--- src/rtl/hydra_pkg.sv ---
// hydra_pkg: shared packet field layout and router state encoding
package hydra_pkg;
  typedef enum logic [1:0] {DATA0, DATA1, CFG_WR, CFG_RD} pkt_type_t;
  typedef enum logic [1:0] {IDLE, ROUTE, SEND} state_t;
  localparam int TYPE_LSB = 0;
  localparam int ID_LSB = 2;
  localparam int FIFO_FLAG_LSB = 60;
endpackage

--- src/rtl/hydra_router_rr_arbiter.sv ---
// rr_arbiter: round-robin one-hot grant, search starts after the last accepted grant
module rr_arbiter #(
  parameter int N = 5
) (
  input  logic                 clk,
  input  logic                 reset,
  input  logic [N-1:0]         req,
  input  logic                 accept,
  output logic [N-1:0]         grant,
  output logic [$clog2(N)-1:0] win
);
  localparam int W = $clog2(N);
  logic [W-1:0] ptr;
  logic [N-1:0] rot;
  logic [W:0] sum;
  always_comb begin
    rot = N'({req, req} >> ptr);
    sum = '0;
    win = '0;
    for (int i = N - 1; i >= 0; i--) begin
      if (rot[i]) begin
        sum = {1'b0, ptr} + (W+1)'(i);
        win = sum >= (W+1)'(N) ? W'(sum - (W+1)'(N)) : W'(sum);
      end
    end
    grant = |req ? N'(1) << win : '0;
  end
  always_ff @(posedge clk) begin
    if (reset) ptr <= '0;
    else if (accept && |req) ptr <= win == W'(N - 1) ? '0 : win + W'(1);
  end
endmodule

--- src/rtl/hydra_router.sv ---
// hydra_router: N-port packet router with round-robin arbitration, watchdog and idle powerdown
module hydra_router
  import hydra_pkg::*;
#(
  parameter int         NUM_PORTS    = 4,
  parameter int         PW           = 63,
  parameter logic [7:0] BROADCAST_ID = 8'hFF,
  parameter int         TIMEOUT      = 1023
) (
  input  logic                    clk,
  input  logic                    reset,
  input  logic [NUM_PORTS*PW-1:0] rx_data,
  input  logic [NUM_PORTS-1:0]    rx_empty,
  output logic [NUM_PORTS-1:0]    uld_rx,
  output logic [PW-1:0]           tx_data,
  output logic [NUM_PORTS-1:0]    ld_tx,
  input  logic [NUM_PORTS-1:0]    tx_busy,
  output logic [NUM_PORTS-1:0]    tx_powerdown,
  input  logic [NUM_PORTS-1:0]    en_upstream,
  input  logic [NUM_PORTS-1:0]    en_downstream,
  input  logic [NUM_PORTS-1:0]    en_rx,
  input  logic [PW-1:0]           loc_in_data,
  input  logic                    loc_in_valid,
  output logic                    loc_in_ready,
  output logic [PW-1:0]           loc_out_data,
  output logic                    loc_out_valid,
  input  logic                    loc_out_ready,
  input  logic [7:0]              chip_id,
  input  logic                    fifo_full,
  input  logic                    fifo_half,
  input  logic                    pd_enable,
  input  logic [2:0]              pd_cycles,
  output logic [7:0]              drop_count,
  output logic                    busy
);
  localparam int N = NUM_PORTS + 1;
  localparam int SW = $clog2(N);
  localparam int WDW = $clog2(TIMEOUT + 1);
  state_t state;
  pkt_type_t ptype;
  logic [PW-1:0] pkt;
  logic [PW-1:0] cand [N];
  logic [SW-1:0] src, win;
  logic [N-1:0] req, grant;
  logic [NUM_PORTS-1:0] tgt, route_mask, self_bit, pd;
  logic [7:0] idle_cnt [NUM_PORTS];
  logic [7:0] pd_thr, id;
  logic [WDW-1:0] wd;
  logic [2:0] wake;
  logic [1:0] fifo_q;
  logic take, local_src, cfg, route_loc, stamp, loc_pend, tx_pend, fire, tmo, done;
  always_comb begin
    for (int i = 0; i < NUM_PORTS; i++) cand[i] = rx_data[i*PW +: PW];
    cand[NUM_PORTS] = loc_in_data;
  end
  assign req = {loc_in_valid, en_rx & ~rx_empty};
  assign take = state == IDLE && !reset && |req;
  rr_arbiter #(.N(N)) u_arb (
    .clk(clk),
    .reset(reset),
    .req(req),
    .accept(take),
    .grant(grant),
    .win(win)
  );
  assign uld_rx = take ? grant[NUM_PORTS-1:0] : '0;
  assign loc_in_ready = take & grant[NUM_PORTS];
  assign ptype = pkt_type_t'(pkt[TYPE_LSB +: 2]);
  assign id = pkt[ID_LSB +: 8];
  assign local_src = src == SW'(NUM_PORTS);
  assign cfg = ptype == CFG_WR || ptype == CFG_RD;
  always_comb begin
    self_bit = local_src ? '0 : NUM_PORTS'(1) << src;
    route_loc = !local_src && cfg && (id == chip_id || id == BROADCAST_ID);
    route_mask = local_src ? en_upstream :
                 cfg ? (id == chip_id ? '0 : en_downstream & ~self_bit) :
                 en_upstream & ~self_bit;
    stamp = local_src && ptype == CFG_RD && id == chip_id;
  end
  assign fire = state == SEND && tx_pend && wake == 3'd0 && (tx_busy & tgt) == '0;
  assign tmo = state == SEND && tx_pend && !fire && wd == WDW'(TIMEOUT - 1);
  assign done = (!loc_pend || loc_out_ready) && (!tx_pend || fire || tmo);
  assign ld_tx = fire ? tgt : '0;
  assign loc_out_valid = state == SEND && loc_pend;
  assign loc_out_data = pkt;
  assign tx_data = pkt;
  assign busy = state != IDLE;
  assign tx_powerdown = pd;
  assign pd_thr = {1'b0, pd_cycles, 4'b0} + 8'd16;
  always_ff @(posedge clk) begin
    if (reset) begin
      state <= IDLE;
      pkt <= '0;
      src <= '0;
      tgt <= '0;
      loc_pend <= 1'b0;
      tx_pend <= 1'b0;
      wake <= '0;
      wd <= '0;
      drop_count <= '0;
      fifo_q <= '0;
    end else begin
      fifo_q <= {fifo_full, fifo_half};
      if (take) begin
        pkt <= cand[win];
        src <= win;
        state <= ROUTE;
      end else if (state == ROUTE) begin
        tgt <= route_mask;
        loc_pend <= route_loc;
        tx_pend <= |route_mask;
        wd <= '0;
        wake <= |(route_mask & pd) ? 3'd4 : 3'd0;
        if (stamp) pkt[FIFO_FLAG_LSB +: 2] <= fifo_q;
        state <= route_mask == '0 && !route_loc ? IDLE : SEND;
      end else if (state == SEND) begin
        if (wake != 3'd0) wake <= wake - 3'd1;
        if (loc_out_ready) loc_pend <= 1'b0;
        if (fire || tmo) tx_pend <= 1'b0;
        else if (tx_pend) wd <= wd + WDW'(1);
        if (tmo && drop_count != 8'hFF) drop_count <= drop_count + 8'd1;
        if (done) state <= IDLE;
      end
    end
  end
  always_ff @(posedge clk) begin
    for (int i = 0; i < NUM_PORTS; i++) begin
      if (reset) begin
        idle_cnt[i] <= '0;
        pd[i] <= 1'b0;
      end else begin
        if (ld_tx[i] || tx_busy[i] || (state == ROUTE && route_mask[i])) idle_cnt[i] <= '0;
        else if (idle_cnt[i] != 8'hFF) idle_cnt[i] <= idle_cnt[i] + 8'd1;
        if (!pd_enable || (state == ROUTE && route_mask[i])) pd[i] <= 1'b0;
        else if (idle_cnt[i] >= pd_thr) pd[i] <= 1'b1;
      end
    end
  end
endmodule

--- config.mk ---
export PLATFORM = sky130hd
export DESIGN_NAME = hydra_router
export DESIGN_NICKNAME = d
export VERILOG_FILES = /design/src/rtl/hydra_pkg.sv /design/src/rtl/hydra_router_rr_arbiter.sv /design/src/rtl/hydra_router.sv
export SDC_FILE = /design/constraint.sdc
export NUM_CORES = 1
export LEC_CHECK = 0
export ABC_AREA = 1
export CELL_PAD_IN_SITES_DETAIL_PLACEMENT = 0
export CELL_PAD_IN_SITES_GLOBAL_PLACEMENT = 1
export CORE_ASPECT_RATIO = 0.5
export CORE_UTILIZATION = 28
export DETAILED_ROUTE_END_ITERATION = 10
export PLACE_DENSITY_LB_ADDON = 0.1
export SETUP_SLACK_MARGIN = 0.3
export SKIP_LAST_GASP = 1
export SYNTH_ARGS = -nofsm -noshare
export SYNTH_HDL_FRONTEND = slang
export SYNTH_SLANG_ARGS = --single-unit
--- constraint.sdc ---
create_clock -name clk -period 3.6 [get_ports clk]
set_input_delay 0.36 -clock clk [delete_from_list [all_inputs] [get_ports clk]]
set_output_delay 0.36 -clock clk [all_outputs]
set_load 0.05 [all_outputs]
After elaboration in Yosys (flattened, before gate mapping):

Memories as Yosys holds them, arrays and structs flattened.
Cells that the tools add are included.

* bits of input ports: 353
* bits in read-only memories: 0
* output and inout bits: 149
* memories kept: 1
* register bits: 104
* latch bits: 0
* logic and storage cells: 242
* memory bits (writable): 32

* multipliers: 0
* $add $sub $neg: 18
* multiplexer cells: 81
* reductions and logical operators: 78
* equality and inequality tests: 15
* shift-type cells: 3
* bitwise operators: 19
* div/mod/pow operators: 0
* magnitude comparators: 10

Memory list
* idle_cnt: words 4, width 8, rd ports 4, clocked after memory_dff 0, write ports 4, line hydra_router.sv:46 `logic [7:0] idle_cnt [NUM_PORTS];`

Operators by type and width (count)
* $bmux W63 S3: 1
* $mux W63: 2
* $mux W8: 8
* $mux W3: 15
* $add A8 B1 Y8 const B: 5
* $mux W10: 4
* $ne A8 B8 Y1 const B: 5
* $mux W1: 37
* $ge A8 B8 Y1: 4
* $mux W4: 6
* $and A4 B4 Y4: 5
* $logic_and A1 B1 Y1: 20
* $logic_or A1 B1 Y1: 18
* $reduce_bool A2 Y1: 9
* $ge A4 B3 Y1 const B: 4
* $sub A3 B3 Y3 const B: 5
* $mux W2: 7
* $add A10 B1 Y10 const B: 1
* $eq A10 B10 Y1 const B: 1
* $reduce_or A2 Y1: 5
* $shr A10 B3 Y5: 1
* $reduce_and A3 Y1: 3
* $reduce_bool A3 Y1: 3
* $add A3 B2 Y4 const B: 2
* other kinds (29): 53

Longest topological paths before layout:

* word-level depth: 14
* depth in mapped cells: 21
* gate-level depth less buffers: 20

Hierarchy:

A second synthesis with hierarchy kept.

* cells, all modules: 1494
* area total of the unflattened synthesis: 10496.3 um^2

By module, submodules not included
* hydra_router: times used 1, area each 9547.9 um^2, cells each 1337
* rr_arbiter: times used 1, area each 948.4 um^2, cells each 157

Worst setup path after synthesis:

No wires, ideal clock.

* path type: register to output
* from: reg u_arb.ptr[1]
* to: out uld_rx[0]
* stages on the path, launching flop included: 16
* slack: -0.068 ns
* buffers on the path: 3
* arrival: 3.308 ns
* required time: 3.240 ns
* cells stage by stage: dfxtp_1 > buf_2 > inv_2 > ha_1 > ha_1 > nand2_1 > nand2_1 > xor2_1 > nand2_1 > nand3_1 > nand2_1 > nand2_2 > nand2_4 > buf_4 > buf_2 > nor3_1

* cells in the longest elaborated chain, start to end: 11
* elaborated cells between the ends (all ways): 28
* classes of those cells: add/sub (9); order compare (5); shift (2); mux (12)

Ends and longest elaborated chain
* start: declaration: line hydra_router_rr_arbiter.sv:13 `logic [W-1:0] ptr;`
* start signal: assignment: line hydra_router_rr_arbiter.sv:30 `else if (accept && |req) ptr <= win == W'(N - 1) ? '0 : win + W'(1);`
* $add A3 B3 Y4: line hydra_router_rr_arbiter.sv:22 `sum = {1'b0, ptr} + (W+1)'(i);`
* $ge A4 B3 Y1 / $sub A3 B3 Y3 (equally long branches): line hydra_router_rr_arbiter.sv:23 `win = sum >= (W+1)'(N) ? W'(sum - (W+1)'(N)) : W'(sum);`
* $mux W3: line hydra_router_rr_arbiter.sv:23
* $mux W3 (4 in series): line hydra_router_rr_arbiter.sv:21 `if (rot[i]) begin`
* $mux W3 (*): line hydra_router_rr_arbiter.sv:21
* $shl A1 B3 Y5 (*): line hydra_router_rr_arbiter.sv:26 `grant = |req ? N'(1) << win : '0;`
* $mux W5 (*): line hydra_router_rr_arbiter.sv:26
* $mux W4 (*): line hydra_router.sv:66 `assign uld_rx = take ? grant[NUM_PORTS-1:0] : '0;`
* end: declaration: line hydra_router.sv:14 `output logic [NUM_PORTS-1:0] uld_rx,`

Mark *: on every way between the ends. The rest lies on a longest branch, timed or not.

Worst setup path in the final report:

* from: reg u_arb.ptr[0]
* to: out uld_rx[0]

Same word-level chain as after synthesis.

==> results.toml <==
[floorplan]
io-pin-count = 502
row_count = 49
die_area_um2 = 38500
start_util = 0.289
die_h_um = 139
die_w_um = 277
core_um2 = 36500

[synthesis]
ys_warn_count = 0
synth_ff_type = "dfxtp_1"
synth-seq-cells = 136
netlist_top_cells_area = "dfxtp_1 (20%), nand2_1 (18%), nand3_1 (11%)"
synth_xor_area_frac = 0.0266
synth-simple-area-share = 0.362
synth-compound-area-share = 0.117
synth_edf_count = 32
synthMuxAreaShare = 0
yosysSeqAreaShare = 0.288
synth_area_leader_cell = "dfxtp_1"
synth_top_family_by_area = "simple AND/OR/NAND/NOR gates"
synth_area_um2 = 10600
async_flop_share = 0
synth_top_cell_area_share = 0.197
synth_fp_nets = 2062
synthAdderAreaFrac = 0.0517
yosysUniqueCellTypes = 49
syn_area_per_cell_um2 = 6.34
syn_inst = 1666

[detailed_routing]
routed_wl_um = 48900
firstDrtPassIters = 6
route.detailed.wl_per_inst_um = 18.8
first_iter_violations = 699
remaining_drc_errors = 0
viasPerCell = 4.66
vias = 12100
ant_nets = 0

[clocking]
clk_latency_ns = 0.44
path_clk_slew_ns = 0.07
cts_tree = "yes"
cts_sinks = 136
ctsHtreeMaxLevel = 4
clockBufferDepth = 2
cts_root_buf = "clkbuf_16"
cts-buffers-inserted = 17

[sta]
finalCritPeriodShare = 0.879
fmax_mhz = 316
setup_violations = 0
min_period_ns = 3.16
fin_skew_ns = 0.00995
hold_viol = 0
worst_pin_slew_ns = 0.901
drv_slew = 0
fin_tns_setup_ns = 0
slew_headroom = 0.400
rsz0062_at_grt = "no"

[worst_setup_path]
endpoint_kind = "output port"
path_max_fanout = 5
crit_path_start_kind = "flip-flop"
worst-setup-path-type = "flip-flop to output port"
worst_ep_arrival_time_ns = 2.80
crit_required_ns = 3.24

[finish]
fin_cells = 2603
fin_area_um2 = 16800
final.fill_count = 3808
nets = 2498
final_util = 0.458
syn_to_final_growth_pct = 58.7
drive_gt1_frac = 0.0714

[global_routing]
grt_pass1_vias = 11600
grt_max_degree = 65
antenna_found_initial = 8
overflow = 0
track_usage = 0.244
grt_pass1_wl_um = 71100

[power]
power_density_nw_per_um2 = 1110
power_leakage_nw = 7.19
peakVddDrop_v = 0.000863

[job]
max_cap_violations = 0

[placement]
dpl_cell_area_um2 = 15700
hpwlAfterDp_um = 36700
placed_cells = 2545
io_buffers = 501
gp_congestion = 0.882

[worst_hold_path]
hp-class = "input port to flip-flop"

[outcome]
outcome = "finished, final reports clean"
## final timing paths
kind / to / depth (start not counted) / startpoint / slack (ns)
max: uld_rx[0] / 14 / u_arb.ptr[0] / 0.44
min: tgt[0] / 2 / reset / 0.26
max reg2reg: loc_out_data[41] / 18 / u_arb.ptr[0] / 0.59
min reg2reg: wd[6] / 2 / wd[6] / 0.45
## layout by cell type (no fill, tap or decap), types with 36 or more instances in the layout
master	count
buf_4	47
a21oi_1	94
clkdlybuf4s50_1	495
nand3_1	240
ha_1	38
nand2_1	506
dfxtp_1	101
o21ai_1	61
nor2_1	79
o21ai_0	36
inv_1	177
## synth_stat cells (2+ instances only)
cell      count
nand2_1     513
nand3_1     242
inv_1       180
dfxtp_1     104
a21oi_1      96
nor2_1       83
buf_4        77
o21ai_1      60
ha_1         42
o21ai_0      39
edfxtp_1     32
buf_2        31
clkbuf_1     27
nor3_1       22
xor2_1       20
nand4_1      15
xnor2_1      12
buf_6         8
inv_2         7
nor3b_1       5
a211oi_1      4
a21boi_0      4
o21a_1        4
o211ai_1      3
o21ai_2       3
or2_2         3
a21oi_2       2
and3_1        2
nand2_2       2
nand3_2       2
nor2_4        2
nor4_1        2
o311ai_0      2
## registers in the layout (all words and copies together), names as in the netlist
name,count
loc_out_data,63
idle_cnt,32
wd,10
drop_count,8
tgt,4
tx_powerdown,4
src,3
u_arb.ptr,3
wake,3
fifo_q,2
state,2
loc_pend,1
tx_pend,1
## metrics by stage
stage / power (mW) / hold WS, ns / worst slack (ns)
floorplan: 11.6 / 0.421 / 0.360
global placement: 15.6 / 0.434 / 0.330
detailed placement: 15.5 / 0.438 / 0.295
CTS: 18.1 / 0.232 / 0.306
global route: 19.9 / 0.243 / 0.259
finish: 18.7 / 0.256 / 0.435
## area by class of cell
class                      count  area, um^2  share of cell area
tap                          484         606              0.0362
clock inverter                15         188              0.0112
clock buffer                  17         425              0.0254
inverter                     187         714              0.0427
timing repair buffer         561        5730               0.342
antenna                        4        10.0            0.000598
multi-input combinational   1199        6030               0.360
sequential                   136        3050               0.182
## critical path, cell delays in order, from the launching register on
cell	delay, ns
dfxtp_4	0.37
clkinv_4	0.07
ha_2	0.18
inv_2	0.06
fa_2	0.44
a21oi_2	0.13
a21oi_1	0.06
a21oi_1	0.12
nand2_1	0.07
nand2_2	0.11
nand2_4	0.08
nor2_4	0.15
inv_2	0.08
nor3_4	0.27
buf_12	0.18
## cell families (layout without fill, tap and decap cells)
kind of cell | Yosys count | count (layout)
DFF | 136 | 136
xor gates and xnor gates | 32 | 32
other | 0 | 4
and+or+nand+nor | 897 | 897
adders and majority gates | 43 | 43
buffers and inverters | 331 | 780
AOI/OAI and AO/OA | 227 | 227
## per-layer routing
layer,vias up,wire length (um),track usage
met2,293,23900,0.419
met1,5568,22000,0.315
met4,4,737,0.0617
met5,-,31,0
met3,39,2190,0.0450
li1,6219,-,-
## report_power, final
group          total [mW]  switching (mW)  internal (mW)  leakage [nW]
combinational        14.1            9.20           4.94          5.67
clock                1.92           0.813           1.11         0.299
sequential           2.60           0.540           2.06          1.23
## repair_timing
action | 4_1_cts | 5_1_grt
hold buffers | 0 | 0
pin swaps | 4 | 10
setup buffers | 4 | 14
endpoints found under the hold margin | 0 | 0
resized for setup | 18 | 25
setup endpoints to repair | 5 | 19
cloned | 2 | 2
Note: power is estimated with default switching activity, not from simulation.
